<file path="src/rtl/decode_queue_pkg.sv">
// Shared types for the decode stage: IFD/IX interface structs, RV32IM opcode
// constants and the decoded-entry record buffered by decode_queue.
`default_nettype none

package decode_queue_pkg;

    localparam int DQ_XLEN          = 32;
    localparam int DQ_DEPTH_DEFAULT = 4;

    localparam logic [6:0] OPC_R_TYPE = 7'b0110011;
    localparam logic [6:0] OPC_LOAD   = 7'b0000011;
    localparam logic [6:0] OPC_STORE  = 7'b0100011;
    localparam logic [6:0] OPC_BRANCH = 7'b1100011;
    localparam logic [6:0] OPC_I_TYPE = 7'b0010011;
    localparam logic [6:0] OPC_JAL    = 7'b1101111;
    localparam logic [6:0] OPC_JALR   = 7'b1100111;
    localparam logic [6:0] OPC_LUI    = 7'b0110111;
    localparam logic [6:0] OPC_AUIPC  = 7'b0010111;
    localparam logic [6:0] OPC_FENCE  = 7'b0001111;

    localparam logic [6:0] FUNCT7_BASE = 7'b0000000;
    localparam logic [6:0] FUNCT7_ALT  = 7'b0100000;
    localparam logic [6:0] FUNCT7_MULDIV = 7'b0000001;

    localparam int         EXE_PIPE_W       = 4;
    localparam logic [3:0] EXE_PIPE_INVALID = 4'b0000;
    localparam logic [3:0] EXE_PIPE_ALU     = 4'b0001;
    localparam logic [3:0] EXE_PIPE_MUL     = 4'b0010;
    localparam logic [3:0] EXE_PIPE_DIV     = 4'b0100;
    localparam logic [3:0] EXE_PIPE_LSU     = 4'b1000;

    typedef enum logic [2:0] {
        IMM_I, IMM_S, IMM_B, IMM_J, IMM_U, IMM_SH
    } imm_type_e;

    typedef enum logic [3:0] {
        ALU_ADD, ALU_SUB, ALU_SLL, ALU_SLT, ALU_SLTU,
        ALU_XOR, ALU_SRL, ALU_SRA, ALU_OR, ALU_AND
    } alu_op_e;

    typedef enum logic [1:0] {
        MUL_MUL, MUL_MULH, MUL_MULHSU, MUL_MULHU
    } mul_op_e;

    typedef enum logic [1:0] {
        DIV_DIV, DIV_DIVU, DIV_REM, DIV_REMU
    } div_op_e;

    typedef struct packed {
        logic [31:0]        instr;
        logic [DQ_XLEN-1:0] pc;
        logic [DQ_XLEN-1:0] pc_inc;
    } ifd_id_inf_t;

    typedef struct packed {
        logic [DQ_XLEN-1:0]    pc;
        logic [DQ_XLEN-1:0]    pc_inc;
        logic [4:0]            rd;
        logic [4:0]            a1;
        logic [4:0]            a2;
        logic [DQ_XLEN-1:0]    imm_ext;
        imm_type_e             imm_type;
        alu_op_e               alu_op;
        mul_op_e               mul_op;
        div_op_e               div_op;
        logic [EXE_PIPE_W-1:0] exe_pipe;
        logic [2:0]            funct3;
        logic                  alu_src;
        logic                  alu_a_pc;
        logic                  register_write;
        logic                  mem_load;
        logic                  mem_store;
        logic                  branch;
        logic                  jump;
        logic                  icache_invalidate;
    } id_ix_inf_t;

    typedef struct packed {
        id_ix_inf_t inf;
        logic       illegal;
    } id_entry_t;

    // alt selects SUB/SRA; only meaningful for funct3 000 and 101.
    function automatic alu_op_e alu_op_from(input logic [2:0] funct3, input logic alt);
        alu_op_e op;
        case (funct3)
            3'b000:  op = alt ? ALU_SUB : ALU_ADD;
            3'b001:  op = ALU_SLL;
            3'b010:  op = ALU_SLT;
            3'b011:  op = ALU_SLTU;
            3'b100:  op = ALU_XOR;
            3'b101:  op = alt ? ALU_SRA : ALU_SRL;
            3'b110:  op = ALU_OR;
            default: op = ALU_AND;
        endcase
        return op;
    endfunction

endpackage

`default_nettype wire

</file>
<file path="src/rtl/decode_queue_instr_decoder.sv">
// Combinational RV32IM decoder: one fetched instruction in, one decoded
// queue entry (with illegal-opcode flag) out.
`default_nettype none

module instr_decoder
    import decode_queue_pkg::*;
#(
    parameter int XLEN = DQ_XLEN
) (
    input  ifd_id_inf_t ifd_id_inf,
    output id_entry_t   entry
);

    logic [31:0]     instr;
    logic [6:0]      opcode;
    logic [6:0]      funct7;
    logic [2:0]      funct3;
    imm_type_e       imm_type;
    logic [XLEN-1:0] imm;

    assign instr  = ifd_id_inf.instr;
    assign opcode = instr[6:0];
    assign funct3 = instr[14:12];
    assign funct7 = instr[31:25];

    always_comb begin
        entry                = '0;
        imm_type             = IMM_I;
        imm                  = '0;
        entry.inf.pc         = ifd_id_inf.pc;
        entry.inf.pc_inc     = ifd_id_inf.pc_inc;
        entry.inf.rd         = instr[11:7];
        entry.inf.a1         = instr[19:15];
        entry.inf.a2         = instr[24:20];
        entry.inf.funct3     = funct3;
        entry.inf.alu_op     = ALU_ADD;
        entry.inf.exe_pipe   = EXE_PIPE_ALU;

        case (opcode)
            OPC_R_TYPE: begin
                entry.inf.register_write = 1'b1;
                if (funct7 == FUNCT7_MULDIV) begin
                    entry.inf.exe_pipe = funct3[2] ? EXE_PIPE_DIV : EXE_PIPE_MUL;
                    entry.inf.mul_op   = mul_op_e'(funct3[1:0]);
                    entry.inf.div_op   = div_op_e'(funct3[1:0]);
                end else if (funct7 == FUNCT7_BASE || funct7 == FUNCT7_ALT) begin
                    entry.inf.alu_op = alu_op_from(funct3, funct7[5]);
                end else begin
                    entry.illegal = 1'b1;
                end
            end
            OPC_LOAD: begin
                entry.inf.exe_pipe       = EXE_PIPE_LSU;
                entry.inf.a2             = '0;
                entry.inf.alu_src        = 1'b1;
                entry.inf.mem_load       = 1'b1;
                entry.inf.register_write = 1'b1;
            end
            OPC_STORE: begin
                imm_type              = IMM_S;
                entry.inf.exe_pipe    = EXE_PIPE_LSU;
                entry.inf.rd          = '0;
                entry.inf.alu_src     = 1'b1;
                entry.inf.mem_store   = 1'b1;
            end
            OPC_BRANCH: begin
                imm_type          = IMM_B;
                entry.inf.rd      = '0;
                entry.inf.branch  = 1'b1;
                entry.inf.alu_op  = ALU_SUB;
            end
            OPC_I_TYPE: begin
                // Shift-immediates carry a 5-bit shamt; instr[30] only matters for SRAI.
                imm_type                 = (funct3 == 3'b001 || funct3 == 3'b101) ? IMM_SH : IMM_I;
                entry.inf.a2             = '0;
                entry.inf.alu_src        = 1'b1;
                entry.inf.register_write = 1'b1;
                entry.inf.alu_op         = alu_op_from(funct3, (funct3 == 3'b101) && instr[30]);
            end
            OPC_JAL: begin
                imm_type                 = IMM_J;
                entry.inf.a1             = '0;
                entry.inf.a2             = '0;
                entry.inf.alu_src        = 1'b1;
                entry.inf.alu_a_pc       = 1'b1;
                entry.inf.jump           = 1'b1;
                entry.inf.register_write = 1'b1;
            end
            OPC_JALR: begin
                entry.inf.a2             = '0;
                entry.inf.alu_src        = 1'b1;
                entry.inf.jump           = 1'b1;
                entry.inf.register_write = 1'b1;
            end
            OPC_LUI, OPC_AUIPC: begin
                imm_type                 = IMM_U;
                entry.inf.a1             = '0;
                entry.inf.a2             = '0;
                entry.inf.alu_src        = 1'b1;
                entry.inf.alu_a_pc       = (opcode == OPC_AUIPC);
                entry.inf.register_write = 1'b1;
            end
            OPC_FENCE: begin
                entry.inf.rd                = '0;
                entry.inf.icache_invalidate = (funct3 == 3'b001);
            end
            default: entry.illegal = 1'b1;
        endcase

        if (entry.illegal) begin
            entry.inf.exe_pipe  = EXE_PIPE_INVALID;
            entry.inf.mem_load  = 1'b0;
            entry.inf.mem_store = 1'b0;
        end
        if (entry.illegal || entry.inf.rd == 5'd0) begin
            entry.inf.register_write = 1'b0;
        end

        case (imm_type)
            IMM_S:   imm = XLEN'($signed({instr[31:25], instr[11:7]}));
            IMM_B:   imm = XLEN'($signed({instr[31], instr[7], instr[30:25], instr[11:8], 1'b0}));
            IMM_J:   imm = XLEN'($signed({instr[31], instr[19:12], instr[20], instr[30:21], 1'b0}));
            IMM_U:   imm = XLEN'($signed({instr[31:12], 12'b0}));
            IMM_SH:  imm = XLEN'(instr[24:20]);
            default: imm = XLEN'($signed(instr[31:20]));
        endcase
        entry.inf.imm_type = imm_type;
        entry.inf.imm_ext  = imm;
    end

endmodule

`default_nettype wire

</file>
<file path="src/rtl/decode_queue.sv">
// Decode stage with a DEPTH-entry FIFO toward IX: decodes on push, valid/ready
// on both sides, whole-queue flush on a WB branch.
`default_nettype none

module decode_queue
    import decode_queue_pkg::*;
#(
    parameter int DEPTH = DQ_DEPTH_DEFAULT,
    parameter int XLEN  = DQ_XLEN
) (
    input  logic                       clk,
    input  logic                       rst_n,
    input  logic                       wb_do_branch,
    input  logic                       ifd_valid,
    output logic                       ifd_ready,
    input  ifd_id_inf_t                ifd_id_inf,
    output logic                       id_valid,
    input  logic                       ix_ready,
    output id_ix_inf_t                 id_ix_inf,
    output logic                       id_illegal,
    output logic [$clog2(DEPTH+1)-1:0] id_count
);

    localparam int PTR_W = $clog2(DEPTH);
    localparam int CNT_W = $clog2(DEPTH+1);

    id_entry_t        mem [DEPTH];
    id_entry_t        dec_entry;
    logic [PTR_W-1:0] rd_ptr;
    logic [PTR_W-1:0] wr_ptr;
    logic [CNT_W-1:0] count;
    logic             push;
    logic             pop;

    instr_decoder #(
        .XLEN (XLEN)
    ) u_instr_decoder (
        .ifd_id_inf (ifd_id_inf),
        .entry      (dec_entry)
    );

    // Readiness depends only on occupancy, never on ix_ready, so IX stalls
    // cannot ripple combinationally back into IFD.
    assign ifd_ready  = rst_n && (count != CNT_W'(DEPTH));
    assign id_valid   = (count != '0);
    assign push       = ifd_valid && ifd_ready;
    assign pop        = id_valid && ix_ready;
    assign id_count   = count;
    assign id_ix_inf  = mem[rd_ptr].inf;
    assign id_illegal = id_valid && mem[rd_ptr].illegal;

    always_ff @(posedge clk or negedge rst_n) begin
        if (!rst_n) begin
            count  <= '0;
            rd_ptr <= '0;
            wr_ptr <= '0;
        end else if (wb_do_branch) begin
            count  <= '0;
            rd_ptr <= '0;
            wr_ptr <= '0;
        end else begin
            if (push) begin
                wr_ptr <= wr_ptr + PTR_W'(1);
            end
            if (pop) begin
                rd_ptr <= rd_ptr + PTR_W'(1);
            end
            case ({push, pop})
                2'b10:   count <= count + CNT_W'(1);
                2'b01:   count <= count - CNT_W'(1);
                default: count <= count;
            endcase
        end
    end

    always_ff @(posedge clk) begin
        if (push && !wb_do_branch) begin
            mem[wr_ptr] <= dec_entry;
        end
    end

endmodule

`default_nettype wire
</file>
<file path="config.mk">
export PLATFORM = sky130hd
export DESIGN_NAME = decode_queue
export DESIGN_NICKNAME = d
export VERILOG_FILES = /design/src/rtl/decode_queue_pkg.sv /design/src/rtl/decode_queue_instr_decoder.sv /design/src/rtl/decode_queue.sv
export SDC_FILE = /design/constraint.sdc
export NUM_CORES = 1
export LEC_CHECK = 0
export ABC_AREA = 1
export CORE_MARGIN = 10
export CORE_UTILIZATION = 45
export DETAILED_ROUTE_END_ITERATION = 12
export GPL_ROUTABILITY_DRIVEN = 1
export PLACE_DENSITY = 0.78
export SLEW_MARGIN = 10
export SYNTH_ARGS = -nofsm -noshare
export SYNTH_HDL_FRONTEND = slang
export SYNTH_SLANG_ARGS = --single-unit
</file>
<file path="constraint.sdc">
create_clock -name clk -period 6.7 [get_ports clk]
set_clock_uncertainty 0.05 [all_clocks]
set_input_delay 0.67 -clock clk [delete_from_list [all_inputs] [get_ports clk]]
set_output_delay 0.67 -clock clk [all_outputs]
set_load 0.01 [all_outputs]
</file>
==> run_results.csv <==
group,metric,value,unit
routing,drc_errors,0,
sta,finalWorstSetupSlack,2.11,ns
critical_path,slowest_stage,"dfrtp_4",
job,maxCapViolations,0,
floorplanning,die_x,238,µm
sta,rsz0062_at_grt,"no",
clock_network,ctsResizeCount,0,
power_and_ir_drop,peakVddDrop,232,µV
clock_network,tritoncts,"built",
floorplanning,row_count,79,
layout,insertedDiodeCount,0,
clock_network,cts.sinks,551,
routing,wl,53.5,mm
logic_synthesis,ys_warn_count,0,
logic_synthesis,synth_ff_type,"edfxtp_1",
sta,fmax,0.218,GHz
critical_path,path_max_fanout,150,
floorplanning,start_util,45.7,%
global_routing,grtUsageTotal,18.3,%
logic_synthesis,netlist_instances,1576,
sta,post-route-period-util,68.5,%
critical_path,critPathCaptureType,"primary output",
critical_path,critPathLaunchType,"flip-flop",
clock_network,root_buffer,"clkbuf_16",
routing,drtIter0Drc,1616,
routing,vias,13800,
critical_path,regToRegSetupSlack,3.61,ns
critical_path,critical_path_required,5.98,ns
global_routing,grt_pass1_vias,13500,
floorplanning,io_pins,244,
clock_network,cts_hold_buf,0,
critical_path,path_delay_family,"buffers and inverters",
sta,setup_viol,0,
floorplanning,core_area,46800,µm²
critical_path,cp_num_buf_inv,3,
placed_design,dpl_worst_slack,2.65,ns
outcome,status,"complete, no violations",
layout,fin_area,26000,µm²
logic_synthesis,syn_area,21400,µm²
logic_synthesis,ys_seq_elements,551,
logic_synthesis,yosysUniqueCellTypes,36,
layout,drive_gt1_share,6.47,%
global_routing,antenna_found_initial,0,
placed_design,placed_area,24300,µm²
global_routing,grt_pass1_wl,80.6,mm
layout,finalNonFillerCells,2446,
floorplanning,die_h,238,µm
placed_design,place_inst,2344,
layout,fin_nets,1901,
layout,syn2layout_area_growth,21.8,%
routing,viasPerCell,5.62,
clock_network,cts_setup_buffers,0,
sta,drv_slew,0,
clock_network,numCtsBuffers,56,
power_and_ir_drop,p_leak,0.00865,µW
logic_synthesis,async_flop_share,1.27,%
critical_path,crit_chain,"inv_8 > buf_4 > o21ai_0 > o22ai_1 > clkdlybuf4s50_1",
sta,tightestPinTransition,1.06,ns
routing,routedWlPerCell,21.9,µm
clock_network,clk_latency,0.59,ns
floorplanning,dieArea,56600,µm²
global_routing,grt_max_degree,151,
clock_network,h-tree-depth,2,
logic_synthesis,synth-edff-count,544,
logic_synthesis,syn_area_per_cell,13.6,µm²
clock_network,clockBufferDepth,3,
critical_path,reg2reg_from,"id_count[1]$_DFFE_PN0P_",
critical_path,crit_path_max_incr_delay,0.75,ns
routing,drtAntennaViolNets,0,
sta,relSlewSlack,29.3,%
sta,final.min_clock_period,4.59,ns
global_routing,grt-ovfl-total,0,
hold_path,hold_path_class,"input port to asynchronous set/reset pin",
power_and_ir_drop,power,8870,µW
critical_path,r2r_end,"mem[1][50]$_DFFE_PP_",
routing,dr.pass1.iters,5,
critical_path,path_class,"flip-flop to primary output",
power_and_ir_drop,p_per_area,341,nW/µm²
critical_path,rr_worst_depth,7,
placed_design,io_buffers,243,
clock_network,clk_pin_slew,0.06,ns
logic_synthesis,ys_seq_area_share,77.3,%
placed_design,dpl.hpwl,32.0,mm
logic_synthesis,syn_nets,1682,
sta,fin_tns_setup,0,ns
sta,finalHoldViolCount,0,
placed_design,globalplace.congestion,0.828,
critical_path,arrival,3.87,ns
routing by layer:
layer	global-route usage, %	wire (µm)	vias to the layer above
met5	0	0	-
met4	6.02	1320	0
met3	4.61	4620	98
met2	30.8	26600	604
met1	22.8	21000	6783
li1	-	-	6265
cell usage after synthesis (3+ instances only):
| library cell | number | area [µm²] |
|---|---|---|
| ha_1 | 4 | 50.1 |
| edfxtp_1 | 544 | 16300 |
| nand2_1 | 55 | 206 |
| dfrtp_1 | 7 | 175 |
| nor2_1 | 319 | 1200 |
| o21ai_1 | 24 | 120 |
| inv_1 | 51 | 191 |
| a21oi_1 | 7 | 35.0 |
| inv_2 | 4 | 15.0 |
| o21ai_0 | 270 | 1350 |
| clkbuf_1 | 77 | 289 |
| buf_4 | 7 | 52.6 |
| nor2_2 | 3 | 18.8 |
| nand2_2 | 8 | 50.1 |
| o22ai_1 | 137 | 857 |
| nand4_1 | 4 | 25.0 |
| nand3_1 | 21 | 105 |
| buf_2 | 11 | 55.1 |
how the worst max path moves through the flow:
stage | startpoint | to | slack [ns] | cells after the start
floorplan | rst_n | mem[0][0]$_DFFE_PP_ | -1.06 | 6
global placement | rd_ptr[1]$_DFFE_PN0P_ | id_ix_inf[5] | 2.75 | 5
detailed placement | rst_n | mem[1][45]$_DFFE_PP_ | 2.65 | 8
CTS | rd_ptr[0]$_DFFE_PN0P_ | id_ix_inf[64] | 2.07 | 5
global route | rd_ptr[0]$_DFFE_PN0P_ | id_ix_inf[74] | 1.87 | 5
finish | rd_ptr[0]$_DFFE_PN0P_ | id_ix_inf[99] | 2.11 | 5
logic make-up (layout without fill, tap and decap cells):
family | after synthesis | in the layout | share of synthesized area, %
adders and majority gates | 5 | 5 | 0.328
buffers and inverters | 153 | 416 | 2.92
and+or+nand+nor | 424 | 424 | 8.21
AOI/OAI and AO/OA | 442 | 442 | 11.2
DFF | 551 | 551 | 77.3
xor gates and xnor gates | 1 | 1 | 0.0410
registers in the layout, indices dropped and copies added, names as in the netlist:
register / cells
rd_ptr: 2
wr_ptr: 2
id_count: 3
mem: 544
final cells by class:
| class | count | area [µm²] |
|---|---|---|
| Inverter | 57 | 226 |
| Clock inverter | 29 | 200 |
| Tap cell | 607 | 759 |
| Clock buffer | 73 | 1490 |
| Fill cell | 3660 | 20700 |
| Timing Repair Buffer | 257 | 2570 |
| Multi-Input combinational cell | 872 | 4260 |
| Sequential cell | 551 | 16500 |
metrics by stage:
stage | util [%] | hold WS, ns
6_report | 55.7 | 0.304
5_1_grt | 55.7 | 0.310
4_1_cts | 55.7 | 0.283
3_5_place_dp | 52.0 | 0.570
3_3_place_gp | 52.0 | 0.556
2_1_floorplan | - | 0.324
power breakdown:
| group | leakage [µW] | internal [µW] | switching, µW | total (µW) |
|---|---|---|---|---|
| combinational | 0.00288 | 867 | 1170 | 2040 |
| sequential | 0.00496 | 3880 | 84.2 | 3960 |
| clock | 0.000812 | 1630 | 1240 | 2880 |
| total | 0.00865 | 6380 | 2500 | 8870 |
cell usage in the layout, fill, tap and decap left out, types with 4 or more instances in the layout:
cell type,count
a21oi_1,7
buf_4,11
clkbuf_1,16
clkbuf_16,57
clkdlybuf4s50_1,243
clkinv_1,14
clkinv_2,7
clkinvlp_4,4
dfrtp_1,5
edfxtp_1,544
ha_1,4
inv_1,50
nand2_1,55
nand2_2,8
nand3_1,21
nand4_1,4
nor2_1,315
nor2_4,6
o21ai_0,270
o21ai_1,24
o22ai_1,137
worst reg2reg max path, stage by stage (launching register included):
cell     delay [ns]
dfrtp_1        0.41
inv_1          0.09
a31oi_1        0.30
nand2_1        0.16
nor2_1         0.21
inv_1          0.22
nor2_4         0.67
buf_4          0.61
Power figures use the tool's default switching activity.
